$ cat config.mk
export PLATFORM = sky130hd
export DESIGN_NAME = cache_switch_ctrl
export DESIGN_NICKNAME = d
export VERILOG_FILES = /design/src/rtl/cache_switch_pkg.sv /design/src/rtl/cache_switch_lru.sv /design/src/rtl/cache_switch_ctrl.sv
export SDC_FILE = /design/constraint.sdc
export NUM_CORES = 1
export LEC_CHECK = 0
export ABC_AREA = 1
export BUFFER_PORTS_ARGS = -buffer_cell sky130_fd_sc_hd__buf_2
export CAP_MARGIN = 20
export CORE_MARGIN = 2
export CORE_UTILIZATION = 45
export DETAILED_ROUTE_END_ITERATION = 16
export PLACE_DENSITY = 0.59
export SYNTH_ARGS = -nofsm -noshare
export SYNTH_HDL_FRONTEND = slang
export SYNTH_SLANG_ARGS = --single-unit
$ cat constraint.sdc
create_clock -name CLK -period 2.8 [get_ports CLK]
set_input_delay 0.14 -clock CLK [delete_from_list [all_inputs] [get_ports CLK]]
set_output_delay 0.14 -clock CLK [all_outputs]
set_load 0.01 [all_outputs]
$ cat src/rtl/cache_switch_pkg.sv
// Shared types and defaults for the cache context-switch scheduler.
// Optional feature macro used by this slice: CACHE_SWITCH_STATS_EN.
package cache_switch_pkg;

   localparam int DEF_NUM_BANKS = 4;
   localparam int DEF_PID_W     = 8;
   localparam int DEF_BANK_W    = $clog2(DEF_NUM_BANKS);
   localparam int STAT_W        = 16;

   typedef enum logic [1:0] {
      ST_IDLE,
      ST_LOOKUP,
      ST_FLUSH_WAIT,
      ST_COMMIT
   } state_t;

   // One bank-table entry; age 0 is the most recently used bank.
   typedef struct packed {
      logic                  valid;
      logic [DEF_PID_W-1:0]  pid;
      logic [DEF_BANK_W-1:0] age;
   } entry_t;

   // Saturating increment for the statistics counters.
   function automatic logic [STAT_W-1:0] sat_inc(input logic [STAT_W-1:0] v);
      return (&v) ? v : v + 1'b1;
   endfunction

endpackage

$ cat src/rtl/cache_switch_lru.sv
// Combinational LRU helper: age update towards a new MRU bank and victim
// selection (lowest invalid bank first, else the oldest bank).
module cache_switch_lru
   import cache_switch_pkg::*;
#(
   parameter  int NUM_BANKS = DEF_NUM_BANKS,
   localparam int BANK_W    = $clog2(NUM_BANKS)
) (
   input  logic [NUM_BANKS-1:0][BANK_W-1:0] age,
   input  logic [NUM_BANKS-1:0]             valid,
   input  logic [BANK_W-1:0]                mru_bank,
   output logic [NUM_BANKS-1:0][BANK_W-1:0] age_next,
   output logic [BANK_W-1:0]                victim,
   output logic                             victim_valid
);

   // Banks younger than the new MRU bank age by one; the MRU bank becomes 0.
   always_comb begin
      age_next = age;
      for (int i = 0; i < NUM_BANKS; i++) begin
         if (BANK_W'(i) == mru_bank)
            age_next[i] = '0;
         else if (age[i] < age[mru_bank])
            age_next[i] = age[i] + 1'b1;
      end
   end

   // Prefer a free bank so no write-back is needed; otherwise evict the LRU.
   always_comb begin
      logic found;
      found  = 1'b0;
      victim = '0;
      for (int i = 0; i < NUM_BANKS; i++) begin
         if (!valid[i] && !found) begin
            victim = BANK_W'(i);
            found  = 1'b1;
         end
      end
      if (!found) begin
         for (int i = 0; i < NUM_BANKS; i++) begin
            if (age[i] == BANK_W'(NUM_BANKS - 1))
               victim = BANK_W'(i);
         end
      end
      victim_valid = valid[victim];
   end

endmodule

$ cat src/rtl/cache_switch_ctrl.sv
// Context-switch scheduler: maps process IDs to cache banks, stalls the CPU
// during a switch and sequences a flush of an evicted bank.
// Optional macro CACHE_SWITCH_STATS_EN adds hit/miss statistics ports.
//
// state         | meaning
// --------------+-------------------------------------------------
// ST_IDLE       | waiting for sw_req; latch pid on accept
// ST_LOOKUP     | parallel tag compare, pick target bank
// ST_FLUSH_WAIT | flush_req held until the cache reports flush_done
// ST_COMMIT     | write table, move active_bank, pulse sw_ack
module cache_switch_ctrl
   import cache_switch_pkg::*;
#(
   parameter  int NUM_BANKS = DEF_NUM_BANKS,
   parameter  int PID_W     = DEF_PID_W,
   localparam int BANK_W    = $clog2(NUM_BANKS)
) (
   input  logic              CLK,
   input  logic              RESET,
   input  logic              sw_req,
   input  logic [PID_W-1:0]  sw_pid,
   output logic              sw_ack,
   output logic              cpu_stall,
   output logic [BANK_W-1:0] active_bank,
   output logic              flush_req,
   output logic [BANK_W-1:0] flush_bank,
`ifdef CACHE_SWITCH_STATS_EN
   output logic [STAT_W-1:0] stat_hits,
   output logic [STAT_W-1:0] stat_misses,
`endif
   input  logic              flush_done
);

   state_t                          state_q, state_d;
   logic [PID_W-1:0]                pid_q;
   logic [BANK_W-1:0]               tgt_q;
   entry_t                          tbl_q [NUM_BANKS];

   logic [NUM_BANKS-1:0][BANK_W-1:0] age_vec, age_next;
   logic [NUM_BANKS-1:0]             valid_vec, hit_vec;
   logic                             hit_any;
   logic [BANK_W-1:0]                hit_idx, victim, lookup_tgt;
   logic                             victim_valid;

   // Flatten the table for the compare and LRU logic.
   always_comb begin
      hit_idx = '0;
      for (int i = 0; i < NUM_BANKS; i++) begin
         age_vec[i]   = tbl_q[i].age;
         valid_vec[i] = tbl_q[i].valid;
         hit_vec[i]   = tbl_q[i].valid && (tbl_q[i].pid == pid_q);
         if (hit_vec[i])
            hit_idx = BANK_W'(i);
      end
      hit_any    = |hit_vec;
      lookup_tgt = hit_any ? hit_idx : victim;
   end

   // During LOOKUP the victim comes from current ages; during COMMIT the
   // age update is driven by the latched target.
   cache_switch_lru #(.NUM_BANKS(NUM_BANKS)) u_lru (
      .age          (age_vec),
      .valid        (valid_vec),
      .mru_bank     (tgt_q),
      .age_next     (age_next),
      .victim       (victim),
      .victim_valid (victim_valid)
   );

   // Next-state logic.
   always_comb begin
      state_d = state_q;
      case (state_q)
         ST_IDLE:       if (sw_req) state_d = ST_LOOKUP;
         ST_LOOKUP:     state_d = (hit_any || !victim_valid) ? ST_COMMIT : ST_FLUSH_WAIT;
         ST_FLUSH_WAIT: if (flush_done) state_d = ST_COMMIT;
         ST_COMMIT:     state_d = ST_IDLE;
         default:       state_d = ST_IDLE;
      endcase
   end

   // State register.
   always_ff @(posedge CLK or negedge RESET) begin
      if (!RESET) state_q <= ST_IDLE;
      else        state_q <= state_d;
   end

   // Registered control outputs and request latch.
   always_ff @(posedge CLK or negedge RESET) begin
      if (!RESET) begin
         pid_q       <= '0;
         tgt_q       <= '0;
         sw_ack      <= 1'b0;
         cpu_stall   <= 1'b0;
         flush_req   <= 1'b0;
         flush_bank  <= '0;
         active_bank <= '0;
      end else begin
         sw_ack <= 1'b0;
         case (state_q)
            ST_IDLE: begin
               if (sw_req) begin
                  pid_q     <= sw_pid;
                  cpu_stall <= 1'b1;
               end
            end
            ST_LOOKUP: begin
               tgt_q <= lookup_tgt;
               if (!hit_any && victim_valid) begin
                  flush_req  <= 1'b1;
                  flush_bank <= lookup_tgt;
               end
            end
            ST_FLUSH_WAIT: begin
               if (flush_done)
                  flush_req <= 1'b0;
            end
            ST_COMMIT: begin
               active_bank <= tgt_q;
               sw_ack      <= 1'b1;
               cpu_stall   <= 1'b0;
            end
            default: ;
         endcase
      end
   end

   // Bank table: install the new PID and refresh ages on commit.
   always_ff @(posedge CLK or negedge RESET) begin
      if (!RESET) begin
         for (int i = 0; i < NUM_BANKS; i++) begin
            tbl_q[i].valid <= 1'b0;
            tbl_q[i].pid   <= '0;
            tbl_q[i].age   <= BANK_W'(i);
         end
      end else if (state_q == ST_COMMIT) begin
         for (int i = 0; i < NUM_BANKS; i++) begin
            tbl_q[i].age <= age_next[i];
            if (BANK_W'(i) == tgt_q) begin
               tbl_q[i].valid <= 1'b1;
               tbl_q[i].pid   <= pid_q;
            end
         end
      end
   end

`ifdef CACHE_SWITCH_STATS_EN
   logic hit_q;

   // Remember whether LOOKUP hit so COMMIT knows which counter to bump.
   always_ff @(posedge CLK or negedge RESET) begin
      if (!RESET)                    hit_q <= 1'b0;
      else if (state_q == ST_LOOKUP) hit_q <= hit_any;
   end

   // Saturating hit/miss counters, one increment per commit.
   always_ff @(posedge CLK or negedge RESET) begin
      if (!RESET) begin
         stat_hits   <= '0;
         stat_misses <= '0;
      end else if (state_q == ST_COMMIT) begin
         if (hit_q) stat_hits   <= sat_inc(stat_hits);
         else       stat_misses <= sat_inc(stat_misses);
      end
   end
`endif

endmodule

After elaboration in Yosys (flattened, before gate mapping) --
Index checks and enable logic that the tools add are counted.
Word-level totals: word-level logic and storage cells 123, output and inout port bits 7, register bits after elaboration 63
Operators by class: $add $sub $neg 4, reduce and logical (&&, ||, !) cells 38, multiplexer cells 38, $lt $le $gt $ge 6, equal/unequal tests 17
Operators by type and width (count):
- two-way mux 2 bit | 21
- == test 8 bit | 4
- AND reduction 2 bit | 12
- == test 2 bit, second input constant | 6
- two-way mux 1 bit | 12
- nonzero test 2 bit | 6
- adder 2 x 1 -> 2 bit, second input constant | 4
- logical AND 1 bit | 8
- < comparator 2 bit | 4
- case mux 2 bit (4 select lines) | 1
- zero test 1 bit | 7
- < comparator 2 x 3 -> 1 bit, second input constant | 2
- inequality test 2 bit, second input constant | 3
- binary-select mux 2 bit (select 2 bit) | 1
- == test 2 bit, first input constant | 2
- zero test 2 bit | 2
- case mux 1 bit (2 select lines) | 2
- OR reduction 4 bit | 1
- AND reduction 3 bit | 1
- binary-select mux 1 bit (select 2 bit) | 1
- == test 1 x 2 -> 1 bit, first input constant | 1
- == test 2 x 1 -> 1 bit, second input constant | 1
- logical OR 1 bit | 1

Depth between registers and ports, before layout --
Gate-level depths: netlist of run 1.
depth in word-level cells 20, mapped depth 13, mapped depth without buffers 13

Cells and area by module --
Synthesis of run 1 repeated with hierarchy kept, for this count alone.
Unflattened totals: cells, all modules 489, area, all modules 3573.4 sq um
Modules (own cells, without submodules):
- cache_switch_ctrl | cells an instance 397, instances 1, area an instance 3064.2 sq um
- cache_switch_lru | cells an instance 92, instances 1, area an instance 509.2 sq um

Least setup slack after synthesis of run 1 --
OpenSTA, ideal clock, no wires.
path type register to register, from register tgt_q[0], to register, netlist name age_vec[4], arrival time 1.839 ns, setup time 0.122 ns, stages on the path, launching flop included 11, slack 0.839 ns, clock period less this slack 1.961 ns, cells stage by stage dfrtp_1 -> inv_1 -> nand2_1 -> inv_1 -> a22o_1 -> a221oi_1 -> ha_1 -> a21oi_1 -> nand2_1 -> nand2_1 -> a21oi_1
On the way: word-level cells in the longest chain between the ends 5, elaborated cells on any way between the ends 7
RTL lines:
- start, declared | RTL line cache_switch_ctrl.sv:36 | logic [BANK_W-1:0] tgt_q;
- start signal, assigned | RTL line cache_switch_ctrl.sv:108 | tgt_q <= lookup_tgt;
- binary-select mux 2 bit (select 2 bit) | RTL line cache_switch_lru.sv:23 | else if (age[i] < age[mru_bank])
- two-way mux 2 bit (implied by the code) | RTL line cache_switch_lru.sv:23
- < comparator 2 bit | RTL line cache_switch_lru.sv:23
- nonzero test 2 bit (no source line)
- AND reduction 2 bit (no source line)
Several ways; a longest one is shown, not always the timed one. The select of a mux whose other input is x is not followed. A chain may end at the register's enable or synchronous reset.

Worst setup path after layout of run 1 --
from register tgt_q[0], to register, netlist name age_vec[5]
On the way: word-level cells in the longest chain between the ends 5, elaborated cells on any way between the ends 7
RTL lines (RTL line):
- binary-select mux 2 bit (select 2 bit) | cache_switch_lru.sv:23
- two-way mux 2 bit (implied by the code) | cache_switch_lru.sv:23
- < comparator 2 bit | cache_switch_lru.sv:23
- nonzero test 2 bit (no source line)
- AND reduction 2 bit (no source line)
Several ways; a longest one is shown, not always the timed one. The select of a mux whose other input is x is not followed.

==> metrics, run 1 <==
Worst-Skew Late Latency=0.35 ns; HPWL after DPL=5660 µm; Layout Utilization=53.3%; Ports=19; Fmax=0.435 GHz; Die Wd=91.7 µm; Tightest Hold Check Type=primary input to register; CTS tree=yes; CP dominant cell by count=nand2_1; crit path time final=2.30 ns; chip height=91.7 µm; RD Place Congestion=0.839; Final Non-Filler Cells=606; setup_tns=0 ns; DRC=0; Clock transition at path regs=0.07 ns; Site Rows=31; RSZ-0062 raised after global routing=no; global-route wire length before repair=13800 µm; Compound-Gate Fraction of Synth Area=10.8%; sequential element share of the synthesized area=45.7%; Worst Setup End Kind=register; Max-Slew Margin vs Limit=58.2%; CTS Root Cell=clkbuf_8; via count=2973; post-synthesis simple-gate area fraction=29.4%; startpoint class of the critical path=register; Max VDD drop=0.000493 V; mapped cell area=0.00346 mm²; FF+latch count, synth=63; worst path bufs/invs=2; finished layout cell area=0.00393 mm²; CP max-delay cell=a221oi_1; critical path fanouts, max=5; wire per inst=12.9 µm; Data required, critical path=3.10 ns; initial core utilization=47.0%; die area=0.00841 mm²; CTS buffer count=9; CP Class=register to register; Post-Synth Adder-Cell Area=4.34%; largest net degree at the start of global routing=28; Synth Net Count=495; slowest cell delay on critical path=0.51 ns; largest family of logic cells by synthesized area=simple AND/OR/NAND/NOR gates; number of library cell types mapped by synthesis=28; drt first pass iters=5; clock skew=0.0106 ns; Max-Cap Viols=0; outcome=complete, no violations; Area Overhead vs Synth=13.5%; routed vias/inst=4.91; yosys warns=0; ANT cells=0; Data arrival, critical path=2.60 ns; dpl cell area=0.00365 mm²; 1st-iter DRT viols=132; mux share of post-synthesis cell area=0%; crit-path cells=inv_1 -> nand2_1 -> inv_1 -> a22o_1 -> a221oi_1 -> ha_1 -> a21oi_1 -> nand2_1 -> nand2_1 -> nand3_1 -> nand2_1; final hold viol count=0; vias in the first global route=2914; Avg Inst Size Synth=7.35 µm²; Placement Setup Slack=0.553 ns; Cell Pwr Density=1120 mW/mm²; GRT overflow=0; XOR/XNOR Fraction of Synth Area=2.02%; initial antenna violation count=0; worst slew pin tran=0.626 ns; post-route ant nets=0; Synth Instances=471; core area=0.00737 mm²; Detailed Route WL=7810 µm; Layout Nets=526; fin crit share=82.1%; H-tree levels=3; CTS sink cnt=63; Total GRT Usage=21.0%; Slew Viols, Final=0; IO buf count=18; Placed Cells=582; Clock Tree Buf Depth=2; Lkg Pwr=2.04 nW; final setup vio count=0; share of post-route cells with drive strength above 1=10.8%; crit-path leading delay family=compound AO/OA/AOI/OAI gates; final worst slack=0.501 ns; fill count=761
==> final cells by class <==
type	count	area, µm²	share of cell area, %
multi-input cells	339	1610	41.0
repair buffers	28	185	4.71
flip-flops and latches	63	1580	40.2
inverters	61	229	5.83
clock buffers	11	141	3.60
well taps	99	124	3.15
clock inverters	5	57.6	1.46
==> power breakdown <==
part | total (mW) | switching (mW) | internal (mW)
sequential | 1.64 | 0.350 | 1.29
combinational | 1.96 | 1.25 | 0.707
clock | 0.807 | 0.373 | 0.434
total | 4.41 | 1.98 | 2.43
==> Yosys cell counts, drive strengths merged <==
library cell  count  area share, %
a21oi            13            2.0
a221oi            1           0.25
a22o              1           0.25
buf               3           0.61
clkbuf            5           0.54
dfrtp            59             43
dfstp             4            3.0
ha               12            4.3
inv              61            6.6
nand2           174             19
nand3            21            3.3
nand3b            2           0.43
nand4             7            1.3
nor2             42            4.8
nor3              1           0.14
nor3b             1           0.22
o21ai            53            7.7
o221ai            1           0.43
o22ai             1           0.18
or2               1           0.18
xnor2             8            2.0
==> timing repair <==
item	CTS	global route
buffers inserted	0	0
hold buffers	8	0
hold endpoints to repair	32	0
resized for setup	0	0
==> cell families (layout without fill, tap and decap cells) <==
| kind of cell | after synthesis | count (layout) |
|---|---|---|
| adder cells (fa/ha/maj) | 12 | 12 |
| buffers and inverters | 69 | 105 |
| flip-flops | 63 | 63 |
| XOR/XNOR | 8 | 8 |
| AO/OA/AOI/OAI | 70 | 70 |
| AND/OR/NAND/NOR | 249 | 249 |
==> routing by layer <==
layer	global-route usage, %	part of all wire, %	wire length [µm]
met5	0	0	0
met4	4.85	0.93	73
met3	6.16	4.2	329
met2	32.5	45	3510
met1	29.4	50	3900
==> through the flow <==
stage	total power [mW]	hold slack [ns]
3_3_place_gp	3.59	0.189
3_5_place_dp	3.62	0.190
5_1_grt	4.90	0.0574
6_report	4.41	0.0123
4_1_cts	4.44	0.00556
2_1_floorplan	3.10	-0.156
==> cell usage in the layout (no fill, tap or decap), drive strengths merged, types with 11 or more instances in the layout <==
master	Yosys	layout
nand2	174	174
inv	61	61
a21oi	13	13
clkbuf	5	11
nor2	42	42
ha	12	12
dfrtp	59	59
nand3	21	21
o21ai	53	53
buf	3	20
==> worst paths after layout <==
| check | from | endpoint | slack (ns) | cells after the start |
|---|---|---|---|---|
| min in group asynchronous | RESET | tbl_q[3] | 0.33 | 2 |
| min reg2reg | flush_req | flush_req | 0.47 | 2 |
| max reg2reg | tgt_q[0] | age_vec[5] | 0.50 | 11 |
| max in group asynchronous | RESET | age_vec[7] | 1.71 | 3 |
| max | tgt_q[0] | age_vec[5] | 0.50 | 11 |
| min | sw_pid[1] | pid_q[1] | 0.01 | 3 |
==> registers in the layout (all words and copies together), names as in the netlist <==
register,count
age_vec,8
active_bank,2
tbl_q,36
pid_q,8
sw_ack,1
flush_req,1
flush_bank,2
cpu_stall,1
tgt_q,2
state_q,2
==> tightest hold or removal path, stage by stage <==
cell and delay (ns):
buf_2 0.08, nand2_1 0.04, o21ai_0 0.06
(Power assumes the default switching activity.)
==> run 2: changes to the inputs <==
--- a/config.mk
+++ b/config.mk
@@ -5,13 +5,13 @@
 export SDC_FILE = /design/constraint.sdc
 export NUM_CORES = 1
 export LEC_CHECK = 0
-export ABC_AREA = 1
+export ABC_AREA = 0
 export BUFFER_PORTS_ARGS = -buffer_cell sky130_fd_sc_hd__buf_2
 export CAP_MARGIN = 20
 export CORE_MARGIN = 2
 export CORE_UTILIZATION = 45
 export DETAILED_ROUTE_END_ITERATION = 16
-export PLACE_DENSITY = 0.59
+export PLACE_DENSITY = 0.61
 export SYNTH_ARGS = -nofsm -noshare
 export SYNTH_HDL_FRONTEND = slang
 export SYNTH_SLANG_ARGS = --single-unit
==> constraint.sdc (replaced) <==
create_clock -name CLK -period 2.1 [get_ports CLK]
set_input_delay 0.105 -clock CLK [delete_from_list [all_inputs] [get_ports CLK]]
set_output_delay 0.105 -clock CLK [all_outputs]
set_load 0.01 [all_outputs]
==> metrics, run 2 <==
Min-Delay Endpoint=pid_q[7] (was pid_q[1]); Area Overhead vs Synth=13.5% (about the same); critical path fanouts, max=9 (was 5); most common cell in the netlist=dfrtp_1 (was nand2_1); 1st-iter DRT viols=59 (was 132); number of library cell types mapped by synthesis=43 (was 28); crit path time final=1.93 ns (was 2.30 ns); Post-synth EDFFs=0 (unchanged); post-route ant nets=0 (unchanged); Max-Slew Margin vs Limit=67.0% (was 58.2%); Layout Utilization=52.0% (was 53.3%); Clock transition at path regs=0.07 ns (about the same); Site Rows=31 (unchanged); share of post-route cells with drive strength above 1=31.3% (was 10.8%); global-route wire length before repair=9800 µm (was 13800 µm); drt first pass iters=4 (was 5); # resized after CTS=0 (unchanged); commonest non-fill, non-tap cell in the layout=dfrtp_1 (was nand2_1); RSZ-0062 raised after global routing=no (unchanged); worst r2r src=pid_q[0] (was tgt_q[0]); final worst slack=0.169 ns (was 0.501 ns); HPWL after DPL=4180 µm (was 5660 µm); CTS tree=yes (unchanged); final hold viol count=0 (unchanged); Synth Instances=271 (was 471); Worst-Skew Late Latency=0.34 ns (was 0.35 ns); RD Place Congestion=0.753 (was 0.839); Tightest Hold Check Type=primary input to register (unchanged); die area=0.00796 mm² (was 0.00841 mm²); sequential element share of the synthesized area=48.4% (was 45.7%); Synth Net Count=295 (was 495); CTS Root Cell=clkbuf_8 (unchanged); flip-flop count of the largest register after layout=36 (unchanged); Max-Cap Viols=0 (unchanged); Worst Hold Depth=2 (was 3); Placement Setup Slack=0.180 ns (was 0.553 ns); Post-synth ARST share=100% (unchanged); Data arrival, critical path=2.15 ns (was 2.60 ns); largest cells by area after synthesis=dfrtp_1 45%, mux2_2 14%, xnor2_1 6.7%, ha_1 4.6%, dfstp_2 3.2% (was dfrtp_1 43%, nand2_1 19%, o21ai_0 7.5%, inv_1 6.0%, ha_1 4.3%); Hold Startpoint=sw_pid[7] (was sw_pid[1]); post-synth top area share=45.2% (was 42.6%); fin crit share=91.9% (was 82.1%); Cell Pwr Density=1490 mW/mm² (was 1120 mW/mm²); Fmax=0.518 GHz (was 0.435 GHz); wire per inst=14.2 µm (was 12.9 µm); Total GRT Usage=16.8% (was 21.0%); fill count=669 (was 761); H-tree levels=3 (unchanged); ANT cells=0 (unchanged); startpoint class of the critical path=register (unchanged); Max VDD drop=0.000554 V (was 0.000493 V); Yosys top cell by area=dfrtp_1 (unchanged); setup_tns=0 ns (unchanged); Detailed Route WL=5770 µm (was 7810 µm); mapped cell area=0.00327 mm² (was 0.00346 mm²); Die Wd=89.2 µm (was 91.7 µm); Avg Inst Size Synth=12.1 µm² (was 7.35 µm²); top cells by count, synth=59 x dfrtp_1, 42 x mux2_2, 25 x xnor2_1 (was 171 x nand2_1, 59 x dfrtp_1, 55 x inv_1); DRC=0 (unchanged); CTS sink cnt=63 (unchanged); outcome=complete, no violations (unchanged); flop2flop setup slack=0.17 ns (was 0.50 ns); clock skew=0.00511 ns (was 0.0106 ns); vias in the first global route=1959 (was 2914); worst r2r path cells=6 (was 11); Data required, critical path=2.32 ns (was 3.10 ns); Synth Flop Type=dfrtp_1 (unchanged); Ports=19 (unchanged); yosys warns=0 (unchanged); via count=2006 (was 2973); Lkg Pwr=1.62 nW (was 2.04 nW); routed vias/inst=4.94 (was 4.91); most flop-heavy register=tbl_q (unchanged); IO buf count=18 (unchanged); most frequent cells in the layout=59 x dfrtp_1, 42 x mux2_2, 25 x xnor2_1 (was 171 x nand2_1, 59 x dfrtp_1, 55 x inv_1); Layout Nets=326 (was 526); Worst Setup End Kind=register (unchanged); core area=0.00714 mm² (was 0.00737 mm²); Slew Viols, Final=0 (unchanged); Clock Tree Buf Depth=2 (unchanged); CTS buffer count=9 (unchanged); end of the worst register-to-register path=flush_bank[1] (was age_vec[5]); FF+latch count, synth=63 (unchanged); final setup vio count=0 (unchanged); initial antenna violation count=0 (unchanged); initial core utilization=45.8% (was 47.0%); Post CTS Setup Buffer Count=0 (unchanged); largest net degree at the start of global routing=24 (was 28); Hold Worst Slack=0.0152 ns (was 0.0123 ns); CP Class=register to register (unchanged); GRT overflow=0 (unchanged); chip height=89.2 µm (was 91.7 µm); worst slew pin tran=0.494 ns (was 0.626 ns); finished layout cell area=0.00371 mm² (was 0.00393 mm²); dpl cell area=0.00344 mm² (was 0.00365 mm²)
[run 2: changes by cell type after synthesis, sizes merged, moves of 8 or more]
cell,previous run,this run
xnor2,8,25
nand2,174,21
nand3,21,4
inv,61,13
nand2b,0,8
xor2,0,8
nor2,42,2
buf,3,11
mux2,0,45
a21oi,13,5
o21ai,53,14
[run 2: cells by family after synthesis]
group	count (synthesis)	share of synthesized area [%]
mux	50	18.0
compound gates	29	5.20
flops	63	48.4
simple gates	58	10.4
buf+inv	26	4.36
fa+ha+maj	12	4.59
xor+xnor	33	9.07
[run 2: what timing repair did]
action,4_1_cts,5_1_grt
setup endpoints to repair,0,0
endpoints found under the hold margin,25,0
hold buffers,8,0
[run 2: final cells by class]
type | count | area (µm²) | area share [%]
inverters | 13 | 48.8 | 1.31
flip-flops and latches | 63 | 1580 | 42.6
clock inverters | 4 | 45.0 | 1.21
clock buffers | 12 | 145 | 3.91
multi-input cells | 182 | 1550 | 41.6
repair buffers | 33 | 223 | 6.00
well taps | 99 | 124 | 3.34
[run 2: layer usage]
metal / vias to the layer above / share of wire, % / routed length, µm / global-route usage, %
met5: - / 0 / 0 / 0
met1: 976 / 49 / 2820 / 21.9
met3: 9 / 2.9 / 169 / 4.99
li1: 997 / - / - / -
met2: 24 / 47 / 2690 / 26.3
met4: 0 / 1.6 / 93 / 6.51
[run 2: critical path: stages, from the launching register on]
cell     delay (ns)
dfrtp_1        0.51
xnor2_1        0.26
nand4_1        0.15
nor3_1         0.36
nor4b_4        0.12
nand2_2        0.12
mux2_4         0.30
[run 2: worst max path at each step]
stage          startpoint             to  slack, ns  cells past startpoint
2_1_floorplan    tgt_q[0]     age_vec[4]       0.24                      8
3_3_place_gp     pid_q[0]  flush_bank[0]       0.21                      6
3_5_place_dp     pid_q[0]  flush_bank[1]       0.18                      6
4_1_cts          pid_q[0]  flush_bank[1]       0.17                      6
5_1_grt          pid_q[0]  flush_bank[1]       0.01                      6
6_report         pid_q[0]  flush_bank[1]       0.17                      6
[run 2: power breakdown]
part / internal (mW) / switching, mW / total, mW / leakage, nW
registers: 1.73 / 0.517 / 2.25 / 0.746
logic: 1.27 / 0.993 / 2.26 / 0.771
clock network: 0.575 / 0.447 / 1.02 / 0.100
total: 3.58 / 1.96 / 5.54 / 1.62
[run 2: through the flow]
step           total power [mW]  instances
3_5_place_dp               4.56        382
3_3_place_gp               4.52        382
2_1_floorplan              4.11        271
4_1_cts                    5.62        406
5_1_grt                    5.98        406
6_report                   5.54        406
==> run 3: changes to the inputs <==
--- a/config.mk
+++ b/config.mk
@@ -11,7 +11,7 @@
 export CORE_MARGIN = 2
 export CORE_UTILIZATION = 45
 export DETAILED_ROUTE_END_ITERATION = 16
-export PLACE_DENSITY = 0.61
+export PLACE_DENSITY = 0.59
 export SYNTH_ARGS = -nofsm -noshare
 export SYNTH_HDL_FRONTEND = slang
 export SYNTH_SLANG_ARGS = --single-unit
==> constraint.sdc (replaced) <==
create_clock -name CLK -period 2.5 [get_ports CLK]
set_input_delay 0.125 -clock CLK [delete_from_list [all_inputs] [get_ports CLK]]
set_output_delay 0.125 -clock CLK [all_outputs]
set_load 0.01 [all_outputs]
==> metrics, run 3 (synthesis gave the netlist of run 2 again) <==
# resized after CTS=0 (unchanged); uppermost layer routed=met4 (unchanged); Layout Utilization=51.2% (was 52.0%); core area=0.00714 mm² (unchanged); 1st-iter DRT viols=49 (was 59); worst r2r src=tgt_q[0] (was pid_q[0]); Hold Startpoint=sw_pid[3] (was sw_pid[7]); drt first pass iters=4 (unchanged); Data required, critical path=2.70 ns (was 2.32 ns); critical path fanouts, max=10 (was 9); CTS buffer count=9 (unchanged); HPWL after DPL=3980 µm (was 4180 µm); routed vias/inst=4.96 (was 4.94); Detailed Route WL=5660 µm (was 5770 µm); Tightest Hold Check Type=primary input to register (unchanged); RD Place Congestion=0.795 (was 0.753); CP Class=register to register (unchanged); CTS Root Cell=clkbuf_8 (unchanged); CTS sink cnt=63 (unchanged); H-tree levels=3 (unchanged); Hold Worst Slack=0.0189 ns (was 0.0152 ns); Ports=19 (unchanged); metal1 wirelength=2900 µm (was 2820 µm); outcome=complete, no violations (unchanged); worst slew pin tran=0.759 ns (was 0.494 ns); fin crit share=82.8% (was 91.9%); GRT overflow=0 (unchanged); Site Rows=31 (unchanged); crit path time final=2.07 ns (was 1.93 ns); final hold viol count=0 (unchanged); initial core utilization=45.8% (unchanged); via count=1956 (was 2006); Lkg Pwr=1.59 nW (was 1.62 nW); CTS tree=yes (unchanged); flip-flop count of the largest register after layout=36 (unchanged); Worst-Skew Late Latency=0.33 ns (was 0.34 ns); hold_buf cts=1 (was 8); IO buf count=18 (unchanged); setup_tns=0 ns (unchanged); DRC=0 (unchanged); Area Overhead vs Synth=11.8% (was 13.5%); worst path bufs/invs=1 (was 0); clock skew=0.00686 ns (was 0.00511 ns); CP max-delay cell=dfrtp_1 (unchanged); final setup vio count=0 (unchanged); slowest cell delay on critical path=0.54 ns (was 0.51 ns); Slew Viols, Final=0 (unchanged); Cell Pwr Density=1290 mW/mm² (was 1490 mW/mm²); Worst setup startpoint=tgt_q[0] (was pid_q[0]); most flop-heavy register=tbl_q (unchanged); Max-Slew Margin vs Limit=49.4% (was 67.0%); ANT cells=0 (unchanged); Fmax=0.483 GHz (was 0.518 GHz); wire per inst=14.4 µm (was 14.2 µm); chip height=89.2 µm (unchanged); largest net degree at the start of global routing=33 (was 24); Final Non-Filler Cells=394 (was 406); routed length on met2=2520 µm (was 2690 µm); met3 WL post-DR=164 µm (was 169 µm); global-route wire length before repair=9290 µm (was 9800 µm); Max VDD drop=0.000717 V (was 0.000554 V); Clock Tree Buf Depth=2 (unchanged); Clock transition at path regs=0.07 ns (about the same); crit-path leading delay family=flip-flops (was simple AND/OR/NAND/NOR gates); vias in the first global route=1835 (was 1959); Total GRT Usage=15.7% (was 16.8%); RSZ-0062 raised after global routing=no (unchanged); initial antenna violation count=0 (unchanged); Tot Pwr=4.71 mW (was 5.54 mW); Die Wd=89.2 µm (unchanged); Placed Cells=377 (was 382); post-route ant nets=0 (unchanged); Data arrival, critical path=2.27 ns (was 2.15 ns); Max-Cap Viols=0 (unchanged); startpoint class of the critical path=register (unchanged); crit-path cells=mux4_2 -> inv_1 -> ha_1 -> o21ai_1 -> nand3b_1 -> xnor2_1 -> o22ai_1 (was xnor2_1 -> nand4_1 -> nor3_1 -> nor4b_4 -> nand2_2 -> mux2_4); Worst Setup End Kind=register (unchanged); Post CTS Setup Buffer Count=0 (unchanged); most frequent cells in the layout=59 x dfrtp_1, 42 x mux2_2, 25 x xnor2_1 (unchanged); commonest non-fill, non-tap cell in the layout=dfrtp_1 (unchanged); Layout Nets=314 (was 326); die area=0.00796 mm² (unchanged); share of post-route cells with drive strength above 1=31.5% (was 31.3%)
-- run 3: changes by cell type in the layout (fill, tap and decap cells not counted) --
cell	change
buf_12	+1
buf_4	-6
clkbuf_1	-2
clkbuf_8	+4
clkinv_2	-2
dlygate4sd3_1	-7
-- run 3: final cells by class --
cell class	instances	area, µm²
fillers	671	3480
repair buffers	21	128
well taps	99	124
clock buffers	14	193
clock inverters	2	35.0
multi-input cells	182	1550
flip-flops and latches	63	1580
inverters	13	48.8
-- run 3: power by group --
group	switching (mW)	internal [mW]	leakage, nW
clock network	0.382	0.596	0.119
registers	0.469	1.45	0.746
logic	0.784	1.03	0.723
total	1.63	3.08	1.59
-- run 3: worst paths after layout --
path	endpoint	slack, ns	depth (start not counted)
min in group asynchronous	pid_q[3]	0.40	2
max reg2reg	age_vec[4]	0.43	7
min	pid_q[3]	0.02	2
max	age_vec[4]	0.43	7
min reg2reg	active_bank[0]	0.50	1
max in group asynchronous	age_vec[7]	1.40	3
-- run 3: per-stage QoR --
stage / worst slack, ns / area (µm²)
after floorplan: 0.639 / 3270
after global placement: 0.507 / 3420
after detailed placement: 0.455 / 3420
after CTS: 0.427 / 3650
after global routing: 0.249 / 3650
final: 0.429 / 3650
-- run 3: metal layers --
| metal | global-route usage [%] | up-vias |
|---|---|---|
| met5 | 0 | - |
| met4 | 5.70 | 0 |
| met3 | 4.16 | 6 |
| met2 | 23.4 | 22 |
| met1 | 22.2 | 953 |
| li1 | - | 975 |
